===== src/rtl/legv8_pkg.sv =====
// Shared LEGv8 front-end definitions: instruction classes, issue FSM states and PC width.
package legv8_pkg;

    localparam int PC_W = 64;

    // Instruction class codes, used directly as the control-word 4:1 select
    localparam logic [1:0] CLS_DIMM = 2'b00;
    localparam logic [1:0] CLS_BR   = 2'b01;
    localparam logic [1:0] CLS_MEM  = 2'b10;
    localparam logic [1:0] CLS_DREG = 2'b11;

    typedef enum logic [1:0] {
        FETCH = 2'd0,
        HOLD  = 2'd1,
        DROP  = 2'd2,
        HALT  = 2'd3
    } issue_state_t;

endpackage


===== src/rtl/instr_classify_legv8.sv =====
// Combinational LEGv8 opcode classifier: maps op0 bits [28:25] onto the control-word select.
module instr_classify_legv8
    import legv8_pkg::*;
(
    input  logic [31:0] instr,
    output logic [1:0]  instr_class,
    output logic        unalloc
);

    // Bit 27 separates memory/register groups from immediate/branch groups
    always_comb begin
        instr_class = CLS_DIMM;
        unalloc     = 1'b0;
        if (instr[27]) begin
            instr_class = instr[25] ? CLS_DREG : CLS_MEM;
        end else if (instr[28]) begin
            instr_class = instr[26] ? CLS_BR : CLS_DIMM;
        end else begin
            unalloc = 1'b1;
        end
    end

    logic unused_fields;
    assign unused_fields = ^{instr[31:29], instr[24:0]};

endmodule


===== src/rtl/instr_issue_legv8.sv =====
// LEGv8 fetch/issue front end: PC, imem req/ack fetch, redirect handling, one-deep issue buffer.
// Optional macro ILLEGAL_DETECT_EN adds the 'illegal' output and a HALT state for unallocated opcodes.
module instr_issue_legv8
    import legv8_pkg::*;
#(
    parameter logic [PC_W-1:0] RESET_PC = 64'h0,
    parameter int              PC_STEP  = 4
) (
    input  logic            clock,
    input  logic            reset_n,
    output logic            imem_req,
    output logic [PC_W-1:0] imem_addr,
    input  logic            imem_ack,
    input  logic [31:0]     imem_data,
    input  logic            redirect,
    input  logic [PC_W-1:0] redirect_pc,
    output logic            issue_valid,
    input  logic            issue_ready,
    output logic [31:0]     issue_instr,
    output logic [PC_W-1:0] issue_pc,
    output logic [1:0]      issue_class
`ifdef ILLEGAL_DETECT_EN
    ,
    output logic            illegal
`endif
);

    localparam logic [PC_W-1:0] STEP = PC_W'(PC_STEP);

    issue_state_t    state;
    logic [PC_W-1:0] pc;
    logic [1:0]      op_class;
    logic            op_unalloc;

    instr_classify_legv8 u_classify (
        .instr       (imem_data),
        .instr_class (op_class),
        .unalloc     (op_unalloc)
    );

`ifndef ILLEGAL_DETECT_EN
    logic unused_unalloc;
    assign unused_unalloc = op_unalloc;
`endif

    // imem_addr is its own register so it stays put while a dropped fetch is
    // still outstanding, even though pc has already moved to the branch target.
    always_ff @(posedge clock) begin
        if (!reset_n) begin
            state       <= FETCH;
            pc          <= RESET_PC;
            imem_req    <= 1'b0;
            imem_addr   <= RESET_PC;
            issue_valid <= 1'b0;
            issue_instr <= 32'h0;
            issue_pc    <= '0;
            issue_class <= CLS_DIMM;
`ifdef ILLEGAL_DETECT_EN
            illegal     <= 1'b0;
`endif
        end else if (redirect) begin
            pc          <= redirect_pc;
            issue_valid <= 1'b0;
`ifdef ILLEGAL_DETECT_EN
            illegal     <= 1'b0;
`endif
            case (state)
                FETCH: begin
                    if (imem_req && !imem_ack) begin
                        state <= DROP;
                    end else begin
                        state    <= FETCH;
                        imem_req <= 1'b0;
                    end
                end
                DROP: begin
                    if (imem_ack) begin
                        state    <= FETCH;
                        imem_req <= 1'b0;
                    end
                end
                default: begin
                    state    <= FETCH;
                    imem_req <= 1'b0;
                end
            endcase
        end else begin
            case (state)
                FETCH: begin
                    if (!imem_req) begin
                        imem_req  <= 1'b1;
                        imem_addr <= pc;
                    end else if (imem_ack) begin
                        imem_req <= 1'b0;
                        pc       <= pc + STEP;
`ifdef ILLEGAL_DETECT_EN
                        if (op_unalloc) begin
                            state   <= HALT;
                            illegal <= 1'b1;
                        end else
`endif
                        begin
                            issue_instr <= imem_data;
                            issue_pc    <= imem_addr;
                            issue_class <= op_class;
                            issue_valid <= 1'b1;
                            state       <= HOLD;
                        end
                    end
                end
                HOLD: begin
                    if (issue_ready) begin
                        issue_valid <= 1'b0;
                        state       <= FETCH;
                    end
                end
                DROP: begin
                    if (imem_ack) begin
                        imem_req <= 1'b0;
                        state    <= FETCH;
                    end
                end
`ifdef ILLEGAL_DETECT_EN
                HALT: begin
                    imem_req    <= 1'b0;
                    issue_valid <= 1'b0;
                end
`endif
                default: begin
                    state    <= FETCH;
                    imem_req <= 1'b0;
                end
            endcase
        end
    end

endmodule

===== config.mk =====
export PLATFORM = sky130hd
export DESIGN_NAME = instr_issue_legv8
export DESIGN_NICKNAME = d
export VERILOG_FILES = /design/src/rtl/legv8_pkg.sv /design/src/rtl/instr_classify_legv8.sv /design/src/rtl/instr_issue_legv8.sv
export SDC_FILE = /design/constraint.sdc
export NUM_CORES = 1
export LEC_CHECK = 0
export ABC_AREA = 1
export CAP_MARGIN = 20
export CORE_MARGIN = 2
export CORE_UTILIZATION = 39
export DETAILED_ROUTE_END_ITERATION = 16
export HOLD_SLACK_MARGIN = 0.03
export PLACE_DENSITY = 0.66
export SYNTH_ARGS = -nofsm -noshare
export SYNTH_HDL_FRONTEND = slang
export SYNTH_HIERARCHICAL = 1
export SYNTH_SLANG_ARGS = --single-unit

===== constraint.sdc =====
create_clock -name clock -period 3.8 [get_ports clock]
set_clock_uncertainty 0.2 [all_clocks]
set_input_delay 0.76 -clock clock [delete_from_list [all_inputs] [get_ports clock]]
set_output_delay 0.76 -clock clock [all_outputs]
set_load 0.02 [all_outputs]

==> flow_metrics.tcl <==
set metrics [dict create \
    status "finished clean" \
    required_ns 2.84 \
    drt_iter0_drc 781 \
    cp_top_family "buffers and inverters" \
    num-nets-final 1826 \
    maxSlewViolCount 0 \
    finalHoldViolations 0 \
    clock_latency_ns 0.53 \
    setup_viol 0 \
    hp-class "flop to flop" \
    ant_nets 0 \
    numCtsBuffers 26 \
    drv_cap 0 \
    postLayoutCoreUtil_pct 54.04 \
    combinationalPowerShare_pct 13.1 \
    clockBufferDepth 3 \
    cts-hold-fix-buffers 0 \
    rsz0062_at_grt "false" \
    swShare_pct 25.49 \
    leakage_uw 0.005506 \
    cts.htree.levels 1 \
    worstSetupPathType "flop to output port" \
    syn2layout_area_growth_pct 36.45 \
    multi_input_area_um2 4970 \
    synth.cell_area_um2 10260 \
    cts_resized 0 \
    die_height_um 166.2 \
    cts_sinks 230 \
    drive_above_1_share_pct 5.166 \
    tritoncts "yes" \
    core_area_um2 25910 \
    mostFrequentLayoutCell "nor2_1" \
    grt_pass1_wl_um 54120 \
    wire_per_inst_um 16.06 \
    arrival_ns 1.59 \
    crit_path_end_kind "output port" \
    ir_worst_vdd_v 0.0002727 \
    min_period_ns 2.553 \
    hpwl_um 23520 \
    numPortBuffers 264 \
    slew_headroom_pct 36.40 \
    root_buffer "clkbuf_16" \
    grt_max_degree 169 \
    crit_buf_inv 1 \
    drt-pass1-iter-count 5 \
    grt_overflow_total 0 \
    path_cells "clkdlybuf4s50_1" \
    setup_tns_ns 0 \
    p_int_uw 4533 \
    grt_pass1_vias 10060 \
    via_per_inst 5.046 \
    drcViolationCount 0 \
    synth_area_per_cell_um2 6.823 \
    num_io_pins 265 \
    cp_slowest_stage_delay_ns 0.66 \
    fin_crit_sh_pct 67.19 \
    critPathMaxFanout 6 \
    slowest_stage "clkdlybuf4s50_1" \
    tightest_slew_ns 0.9541 \
    regArea_um2 4604 \
    clkTransAtPathRegs_ns 0.06 \
    dieArea_um2 27630 \
    fillers 2552 \
    netlist_instances 1504 \
    grtUsageTotal_pct 23.57 \
    post-cts-setup-buffers 0 \
    mostFrequentLayoutCells "nor2_1 (393), nand2_1 (263), clkdlybuf4s50_1 (262)" \
    die_x_um 166.2 \
    p_seq_share_pct 43.9 \
    critPathLaunchType "flop" \
    initial_core_util_pct 39.61 \
    p_sw_uw 1551 \
    rows 59 \
    drt_wl_total_um 33370 \
    antenna_found_initial 0 \
    fmax_ghz 0.3916 \
    power_frac_clock_pct 43.0 \
    yosys_warnings 6 \
    vias 10490 \
    gp_congestion 0.9441 \
    worst_hold_slack_ns 0.2997 \
    power_density_nw_per_um2 434.4 \
    synth_nets 1606 \
]
-- path summary, 6_finish.rpt --
kind                 start      endpoint  slack [ns]  cells after the start
setup / recovery  imem_req      imem_req        1.25                      1
hold reg to reg      pc[0]  imem_addr[0]        0.30                      2
hold / removal       pc[0]  imem_addr[0]        0.30                      2
setup reg to reg    pc[35]        pc[47]        1.51                      8
-- stage by stage --
stage                     worst slack (ns)  area (µm²)  std cells  total power [µW]
after floorplan                      1.868       10260       1504              3110
after global placement              0.8364       13090       2030              3508
after detailed placement            0.7705       13110       2031              3521
after CTS                            1.199       14000       2077              6141
after global routing                 1.164       14000       2077              6334
final                                1.247       14000       2078              6084
-- area by class of cell --
| type | count | share of cell area [%] |
|---|---|---|
| clock inverter | 6 | 0.7952 |
| antenna | 1 | 0.01787 |
| inverter | 91 | 2.457 |
| sequential | 230 | 32.88 |
| timing repair buffer | 275 | 19.76 |
| tap | 335 | 2.993 |
| clock buffer | 40 | 5.602 |
| multi-input combinational | 1100 | 35.49 |
-- power by group through the flow --
stage	sequential [µW]	combinational, µW	clock, µW
after floorplan	2810	304	0
final	2670	796	2620
after CTS	2670	803	2670
after global routing	2690	875	2770
after global placement	2720	788	0
after detailed placement	2720	798	0
-- state kept, by name, summed over array words and instances, names as in the netlist --
| signal | cells |
|---|---|
| imem_req | 1 |
| issue_pc | 64 |
| issue_instr | 32 |
| pc | 64 |
| state | 2 |
| issue_class | 2 |
| imem_addr | 64 |
| issue_valid | 1 |
-- layer usage --
layer / track usage [%] / wire length [µm] / share of wire, % / up-vias
met5: 0 / 0 / 0 / -
met1: 31.87 / 15160 / 45 / 4808
li1: - / - / - / 5302
met4: 5.397 / 530 / 1.6 / 0
met2: 38.23 / 15100 / 45 / 335
met3: 5.672 / 2575 / 7.7 / 41
(Power assumes the default switching activity.)
